## src/rtl/clock_div_ctrl.sv

```systemverilog
// clock_div_ctrl: programmable clock divider with counted runs, drain-on-stop
// and reconfiguration that takes effect only at a period boundary.
module clock_div_ctrl #(
   parameter int DIV_W = 8,
   parameter int CNT_W = 8
) (
   input  logic             clk_in,
   input  logic             rst,
   input  logic             cfg_valid,
   output logic             cfg_ready,
   input  logic [DIV_W-1:0] cfg_half,
   input  logic [CNT_W-1:0] cfg_count,
   input  logic             start,
   input  logic             stop,
   output logic             clk_out,
   output logic             tick,
   output logic             busy,
   output logic             done
);
   typedef enum logic [1:0] {IDLE, RUN, DRAIN} state_t;
   state_t state, state_n;
   logic [DIV_W-1:0] cnt, cnt_n, h_act, h_act_n, h_pend, h_pend_n, cfg_h;
   logic [CNT_W-1:0] per, per_n, n_act, n_act_n, n_pend, n_pend_n, per_inc;
   logic pend, pend_n, clk_out_n, tick_n, busy_n, done_n, cfg_ready_n;
   logic xfer, wrap, fall, term, go_idle;
   always_ff @(posedge clk_in) begin
      if (rst) begin
         state     <= IDLE;
         cnt       <= '0;
         per       <= '0;
         pend      <= 1'b0;
         h_act     <= DIV_W'(1);
         n_act     <= '0;
         h_pend    <= '0;
         n_pend    <= '0;
         clk_out   <= 1'b0;
         tick      <= 1'b0;
         done      <= 1'b0;
         busy      <= 1'b0;
         cfg_ready <= 1'b1;
      end else begin
         state     <= state_n;
         cnt       <= cnt_n;
         per       <= per_n;
         pend      <= pend_n;
         h_act     <= h_act_n;
         n_act     <= n_act_n;
         h_pend    <= h_pend_n;
         n_pend    <= n_pend_n;
         clk_out   <= clk_out_n;
         tick      <= tick_n;
         done      <= done_n;
         busy      <= busy_n;
         cfg_ready <= cfg_ready_n;
      end
   end
   always_comb begin
      xfer      = cfg_valid & cfg_ready;
      cfg_h     = (cfg_half == '0) ? DIV_W'(1) : cfg_half;
      wrap      = cnt == h_act - DIV_W'(1);
      fall      = wrap & clk_out;
      per_inc   = per + CNT_W'(1);
      term      = (state == RUN) & fall & (n_act != '0) & (per_inc == n_act);
      state_n   = state;
      cnt_n     = cnt;
      per_n     = per;
      pend_n    = pend;
      h_act_n   = h_act;
      n_act_n   = n_act;
      h_pend_n  = h_pend;
      n_pend_n  = n_pend;
      clk_out_n = clk_out;
      tick_n    = 1'b0;
      done_n    = 1'b0;
      go_idle   = 1'b0;
      if (state == IDLE) begin
         if (xfer) begin
            h_act_n = cfg_h;
            n_act_n = cfg_count;
         end
         if (start & ~stop) begin
            state_n   = RUN;
            cnt_n     = '0;
            per_n     = '0;
            clk_out_n = 1'b0;
         end
      end else begin
         cnt_n     = wrap ? '0 : cnt + DIV_W'(1);
         clk_out_n = clk_out ^ wrap;
         tick_n    = wrap & ~clk_out;
         if (fall) per_n = per_inc;
         // pending config swaps in on the falling edge, restarting the period count
         if (fall & pend) begin
            h_act_n = h_pend;
            n_act_n = n_pend;
            pend_n  = 1'b0;
            per_n   = '0;
         end
         if ((state == RUN) & xfer) begin
            h_pend_n = cfg_h;
            n_pend_n = cfg_count;
            pend_n   = 1'b1;
         end
         if ((state == RUN) & stop & clk_out & ~fall) state_n = DRAIN;
         go_idle = term | ((state == DRAIN) & fall) | ((state == RUN) & stop & (~clk_out | fall));
         done_n  = term;
      end
      // leaving a run drops any pending config and forces the output low
      if (go_idle) begin
         state_n   = IDLE;
         cnt_n     = '0;
         per_n     = '0;
         pend_n    = 1'b0;
         h_act_n   = h_act;
         n_act_n   = n_act;
         clk_out_n = 1'b0;
         tick_n    = 1'b0;
      end
      busy_n      = state_n != IDLE;
      cfg_ready_n = (state_n == IDLE) | ((state_n == RUN) & ~pend_n);
   end
endmodule

```

## config.mk

```make
export PLATFORM = sky130hd
export DESIGN_NAME = clock_div_ctrl
export DESIGN_NICKNAME = d
export VERILOG_FILES = /design/src/rtl/clock_div_ctrl.sv
export SDC_FILE = /design/constraint.sdc
export NUM_CORES = 1
export LEC_CHECK = 0
export ABC_AREA = 1
export BUFFER_PORTS_ARGS = -buffer_cell sky130_fd_sc_hd__buf_2
export CAP_MARGIN = 20
export CELL_PAD_IN_SITES_DETAIL_PLACEMENT = 0
export CELL_PAD_IN_SITES_GLOBAL_PLACEMENT = 2
export CORE_MARGIN = 2
export CORE_UTILIZATION = 35
export DETAILED_ROUTE_END_ITERATION = 10
export GPL_ROUTABILITY_DRIVEN = 0
export MAX_ROUTING_LAYER = met4
export PLACE_DENSITY = 0.85
export SETUP_SLACK_MARGIN = 0.02
export SKIP_LAST_GASP = 1
export SYNTH_ARGS = -nofsm -noshare
export SYNTH_HDL_FRONTEND = slang
export SYNTH_SLANG_ARGS = --single-unit
```

## constraint.sdc

```tcl
create_clock -name clk_in -period 8.15 [get_ports clk_in]
set_input_delay 0 -clock clk_in [delete_from_list [all_inputs] [get_ports clk_in]]
set_output_delay 0 -clock clk_in [all_outputs]
set_load 0.05 [all_outputs]
```

==> metrics.md, run 1 <==
| Metric | Value |
|---|---|
| # fillers | 940 |
| Netlist cell types | 29 |
| Period utilisation layout | 40.2% |
| CORE AREA | 8590 um^2 |
| Synth warn | 0 |
| Worst-path clk slew | 0.11 ns |
| Worst setup path category | reg2reg |
| First DRT Iteration DRCs | 121 |
| Slew Viols, Final | 0 |
| LEAKAGE | 0.00158 uW |
| Largest net degree at the start of global routing | 35 |
| Crit path DAT | 3.50 ns |
| Fin crit period | 3.28 ns |
| Part of the Yosys area used for sequential elements | 36.6% |
| H-tree depth | 2 |
| P&R area growth vs syn | 15.0% |
| Max Cap Viol | 0 |
| Vias | 2819 |
| Clock Sinks | 56 |
| Hold buffers post-CTS | 16 |
| DRT Wirelength | 6.96 mm |
| Cell Area, Synth | 3070 um^2 |
| CTS tree | built |
| Pwr Density | 168 nW/um^2 |
| DPL Wire Length | 4.98 mm |
| I/O Pins | 26 |
| First-pass GRT wire length | 11.7 mm |
| Yosys reg bits | 56 |
| Die Wd | 97.6 um |
| Rows | 34 |
| Commonest non-fill, non-tap cell in the layout | nand2_1 |
| CP Capture Type | flop |
| Syn_area_per_cell | 6.65 um^2 |
| Setup_tns | 0 ns |
| Num CTS Buffers | 5 |
| Syn Inst Count | 461 |
| Die Ht | 97.6 um |
| Final worst slack | 4.87 ns |
| Final layout net count | 523 |
| Post-CTS Repair Setup Buffers | 0 |
| Root Buffer Master | clkbuf_8 |
| Normalized max-slew margin | 38.9% |
| Maximum VDD drop | 0.0664 mV |
| Final setup viols | 0 |
| Critical Path RT | 8.37 ns |
| R2R Setup Slk | 4.87 ns |
| Clock buffer depth | 2 |
| Share of cells above drive strength 1 | 11.1% |
| Vias in the first global route | 2535 |
| WL per Instance | 11.5 um |
| Port bufs | 25 |
| Peak Freq | 0.305 GHz |
| Clock Skews | 0.00582 ns |
| Drt drc | 0 |
| Post-route ant nets | 0 |
| CP Max Fanout | 19 |
| Actual slew at the worst max-slew pin | 0.915 ns |
| Startpoint class of the critical path | flop |
| Post-Syn Nets | 488 |
| Status | finished clean |
| Remaining Overflow, GRT | 0 |
| DIE AREA | 9520 um^2 |
| First-pass DRT Iterations | 5 |
| Antenna cells | 0 |
| Place WS | 4.90 ns |
| Total track usage | 15.3% |
| Most frequent cells in the layout | 116 x nand2_1, 71 x nor2_1, 56 x dfxtp_1 |
| Vias per inst | 4.66 |
| Min-delay worst type | in2reg |
| Initial Util | 35.7% |
| Worst-skew pair later-pin latency | 0.31 ns |
| PostCTS Resize Cnt | 0 |
| RSZ-0062 raised after global routing | false |
| Hold Violations, Final | 0 |
| Antenna violations before repair | 0 |
[cell families (layout without fill, tap and decap cells)]
| family | after synthesis | count (layout) | share of synthesized area (%) |
|---|---|---|---|
| AND/OR/NAND/NOR | 253 | 253 | 36.1 |
| AO/OA/AOI/OAI | 63 | 63 | 11.3 |
| buffers and inverters | 68 | 104 | 9.31 |
| flip-flops | 56 | 56 | 36.6 |
| adder cells (fa/ha/maj) | 6 | 6 | 2.45 |
| XOR/XNOR | 15 | 15 | 4.29 |
[cell type report]
class | count | area, um^2 | area share [%]
well taps | 108 | 135 | 3.83
inverters | 54 | 203 | 5.75
clock buffers | 5 | 68.8 | 1.95
multi-input cells | 337 | 1660 | 47.1
flip-flops and latches | 56 | 1120 | 31.8
repair buffers | 42 | 293 | 8.30
clock inverters | 3 | 46.3 | 1.31
[worst max-delay path: stages, from the launching register on]
cell and delay [ns]:
dfxtp_1 0.37, inv_1 0.09, ha_1 0.31, or2_2 0.27, nand4_1 0.07, nor2_1 0.05, nand2_1 0.26, inv_1 0.13
ha_1 0.23, a31oi_1 0.54, nand3_2 0.51, nor3b_1 0.36
[path summary, 6_finish.rpt]
| kind | from | to | cells after the start |
|---|---|---|---|
| max | h_act[0] | tick | 11 |
| max reg2reg | h_act[0] | tick | 11 |
| min reg2reg | n_pend[1] | n_pend[1] | 2 |
| min | cfg_half[0] | h_pend[0] | 4 |
[per-layer routing]
| metal | share of wire, % | vias to the layer above | GRT usage, % |
|---|---|---|---|
| met1 | 54 | 1225 | 21.8 |
| met3 | 3.3 | 7 | 2.37 |
| met5 | 0 | - | - |
| met2 | 42 | 50 | 22.7 |
| li1 | - | 1537 | - |
| met4 | 0.98 | 0 | 3.85 |
[cells in the mapped netlist, drive strengths merged]
cell type / number / area, um^2
a21oi: 28 / 159
a22oi: 1 / 7.51
a31oi: 1 / 6.26
buf: 4 / 45.0
clkbuf: 10 / 37.5
clkinv: 1 / 3.75
dfxtp: 56 / 1120
ha: 6 / 75.1
inv: 53 / 199
nand2: 120 / 465
nand3: 37 / 208
nand3b: 1 / 7.51
nand4: 13 / 87.6
nor2: 76 / 303
nor3: 2 / 10.0
nor3b: 1 / 7.51
o21ai: 30 / 150
o21bai: 3 / 22.5
or2: 3 / 18.8
xnor2: 6 / 52.6
xor2: 9 / 78.8
[where the power goes]
| part | internal (uW) | switching (uW) |
|---|---|---|
| registers | 288 | 8.65 |
| logic | 39.5 | 66.6 |
| clock network | 92.8 | 97.2 |
[per-stage QoR]
stage | std cells | total power [uW] | hold WS (ns) | util [%] | instance area [um^2]
floorplan | 461 | 381 | 0.0793 | - | 3070
global placement | 581 | 404 | 0.239 | 37.8 | 3250
detailed placement | 581 | 404 | 0.222 | 37.8 | 3250
CTS | 605 | 601 | 0.0273 | 41.0 | 3530
global route | 605 | 628 | 0.0306 | 41.0 | 3530
finish | 605 | 593 | 0.0414 | 41.0 | 3530
[sequential cells by signal (all words and copies together) (netlist names)]
signal	count
tick	1
cnt	8
n_pend	8
done	1
clk_out	1
busy	1
per	8
h_act	8
cfg_ready	1
pend	1
h_pend	8
state	2
n_act	8
Note: power is estimated with default switching activity, not from simulation.
==> run 2: changes to the inputs <==
--- a/config.mk
+++ b/config.mk
@@ -11,11 +11,11 @@
 export CELL_PAD_IN_SITES_DETAIL_PLACEMENT = 0
 export CELL_PAD_IN_SITES_GLOBAL_PLACEMENT = 2
 export CORE_MARGIN = 2
-export CORE_UTILIZATION = 35
+export CORE_UTILIZATION = 30
 export DETAILED_ROUTE_END_ITERATION = 10
 export GPL_ROUTABILITY_DRIVEN = 0
 export MAX_ROUTING_LAYER = met4
-export PLACE_DENSITY = 0.85
+export PLACE_DENSITY = 0.78
 export SETUP_SLACK_MARGIN = 0.02
 export SKIP_LAST_GASP = 1
 export SYNTH_ARGS = -nofsm -noshare
==> constraint.sdc (replaced) <==
create_clock -name clk_in -period 3 [get_ports clk_in]
set_input_delay 0 -clock clk_in [delete_from_list [all_inputs] [get_ports clk_in]]
set_output_delay 0 -clock clk_in [all_outputs]
set_load 0.05 [all_outputs]
==> run 2 against run 1 <==
Critical path depth rose by 5. Sequential cell count did not move. Hold slack improved by 0.022 ns. Largest power group unchanged.
==> metrics.md, run 2 (synthesis gave the netlist of run 1 again) <==
| Metric | Value |
|---|---|
| Status | finished clean (unchanged) |
| Fin crit period | 2.66 ns (was 3.28 ns) |
| CTS tree | built (unchanged) |
| Crit path DAT | 2.87 ns (was 3.50 ns) |
| First DRT Iteration DRCs | 76 (was 121) |
| Num CTS Buffers | 5 (unchanged) |
| Antenna cells | 0 (unchanged) |
| First-pass GRT wire length | 12.7 mm (was 11.7 mm) |
| CORE AREA | 9860 um^2 (was 8590 um^2) |
| Maximum VDD drop | 0.209 mV (was 0.0664 mV) |
| Remaining Overflow, GRT | 0 (unchanged) |
| Peak Freq | 0.376 GHz (was 0.305 GHz) |
| Critical Path RT | 3.21 ns (was 8.37 ns) |
| Most frequent cells in the layout | 116 x nand2_1, 70 x nor2_1, 56 x dfxtp_1 (was 116 x nand2_1, 71 x nor2_1, 56 x dfxtp_1) |
| WL per Instance | 12.0 um (was 11.5 um) |
| Clock buffer depth | 2 (unchanged) |
| GRT busiest layer | met2 (unchanged) |
| Total track usage | 14.4% (was 15.3%) |
| Setup_tns | 0 ns (unchanged) |
| Worst-path clk slew | 0.11 ns (about the same) |
| Clock Sinks | 56 (unchanged) |
| R2R Setup Slk | 0.34 ns (was 4.87 ns) |
| P&R area growth vs syn | 19.2% (was 15.0%) |
| Worst-skew pair later-pin latency | 0.31 ns (about the same) |
| DRT Wirelength | 7.63 mm (was 6.96 mm) |
| DIE AREA | 11000 um^2 (was 9520 um^2) |
| Rows | 36 (was 34) |
| RSZ-0062 raised after global routing | false (unchanged) |
| Sequential Area | 1120 um^2 (unchanged) |
| Share of cells above drive strength 1 | 13.1% (was 11.1%) |
| Final setup viols | 0 (unchanged) |
| CP Capture Type | flop (unchanged) |
| Post-CTS Repair Setup Buffers | 0 (unchanged) |
| Startpoint class of the critical path | flop (unchanged) |
| Drt drc | 0 (unchanged) |
| Vias | 2818 (was 2819) |
| DPL Wire Length | 5.26 mm (was 4.98 mm) |
| Final design utilization | 37.0% (was 41.0%) |
| First-pass DRT Iterations | 4 (was 5) |
| Root Buffer Master | clkbuf_8 (unchanged) |
| I/O Pins | 26 (unchanged) |
| Largest net degree at the start of global routing | 34 (was 35) |
| Actual slew at the worst max-slew pin | 0.605 ns (was 0.915 ns) |
| M1 GR Usage | 20.5% (was 21.8%) |
| Final layout net count | 531 (was 523) |
| Die Wd | 105 um (was 97.6 um) |
| Period utilisation layout | 88.7% (was 40.2%) |
| LEAKAGE | 0.00162 uW (was 0.00158 uW) |
| Min-delay worst type | in2reg (unchanged) |
| Vias in the first global route | 2643 (was 2535) |
| Slew Viols, Final | 0 (unchanged) |
| Met2 Use GR | 21.6% (was 22.7%) |
| Normalized max-slew margin | 59.5% (was 38.9%) |
| Initial Util | 31.1% (was 35.7%) |
| CP Max Fanout | 15 (was 19) |
| Clock Skews | 0.00634 ns (was 0.00582 ns) |
| Post-route ant nets | 0 (unchanged) |
| Port bufs | 25 (unchanged) |
| Vias per inst | 4.42 (was 4.66) |
| Pwr Density | 446 nW/um^2 (was 168 nW/um^2) |
| Commonest non-fill, non-tap cell in the layout | nand2_1 (unchanged) |
| Met3 GRT Util | 2.12% (was 2.37%) |
| Hold Violations, Final | 0 (unchanged) |
| Worst setup path category | reg2reg (unchanged) |
| # fillers | 1076 (was 940) |
| Multi-input logic area | 1710 um^2 (was 1660 um^2) |
| Max Cap Viol | 0 (unchanged) |
| Die Ht | 105 um (was 97.6 um) |
| H-tree depth | 2 (unchanged) |
| Antenna violations before repair | 0 (unchanged) |
==> run 2: cell types whose count changed in the layout (fill, tap and decap cells not counted), sizes merged <==
| cell | change |
|---|---|
| buf | +6 |
| nand3 | +2 |
| clkinv | +1 |
| inv | -1 |
==> run 2: cell type report <==
type                            count  area share [%]
Clock buffer                        5            1.88
Clock inverter                      3            1.16
Inverter                           54            5.55
Multi-Input combinational cell    339            46.9
Sequential cell                    56            30.7
Tap cell                          133            4.55
Timing Repair Buffer               48            9.25
==> run 2: critical path, cell delays in order (launching register included) <==
cell     delay (ns)
dfxtp_1        0.36
inv_1          0.09
ha_2           0.22
xnor2_2        0.13
xor2_1         0.15
nand3_1        0.09
nor2_1         0.09
nand2_1        0.07
inv_1          0.08
ha_1           0.19
inv_1          0.07
nor2_1         0.18
a21oi_1        0.10
inv_1          0.25
nand3_4        0.23
nor2_1         0.18
nor2_1         0.07
==> run 2: timing repair <==
| item | 4_1_cts | 5_1_grt |
|---|---|---|
| hold buffers | 16 | 0 |
| setup endpoints to repair | 0 | 35 |
| resized for setup | 0 | 6 |
| hold endpoints to repair | 17 | 0 |
==> run 2: through the flow <==
step	hold slack, ns	worst slack [ns]	instance area (um^2)	cells	total power, uW
floorplan	0.0793	0.390	3070	461	1040
global placement	0.241	0.241	3330	612	1110
detailed placement	0.247	0.152	3330	612	1110
CTS	0.0454	0.124	3600	636	1640
global route	0.0700	0.0452	3650	638	1730
finish	0.0636	0.339	3650	638	1630
==> run 2: power breakdown <==
| group | internal (uW) | leakage, uW | total [uW] | switching, uW |
|---|---|---|---|---|
| clock | 248 | 0.0000541 | 510 | 262 |
| sequential | 782 | 0.000457 | 806 | 24.0 |
| combinational | 121 | 0.00111 | 312 | 192 |
| total | 1150 | 0.00162 | 1630 | 478 |
==> run 2: worst paths after layout <==
path / startpoint / endpoint / cells after the start
worst max-delay path: h_act[0] / n_act[3] / 16
worst min-delay path: cfg_half[0] / h_pend[0] / 4
worst max register to register: h_act[0] / n_act[3] / 16
worst min register to register: n_pend[1] / n_pend[1] / 2
==> run 2: layer usage <==
metal  share of wire (%)  vias to the layer above
li1                    -                     1556
met1                  54                     1214
met2                  42                       46
met3                 3.3                        2
met4                0.47                        0
met5                   0                        -
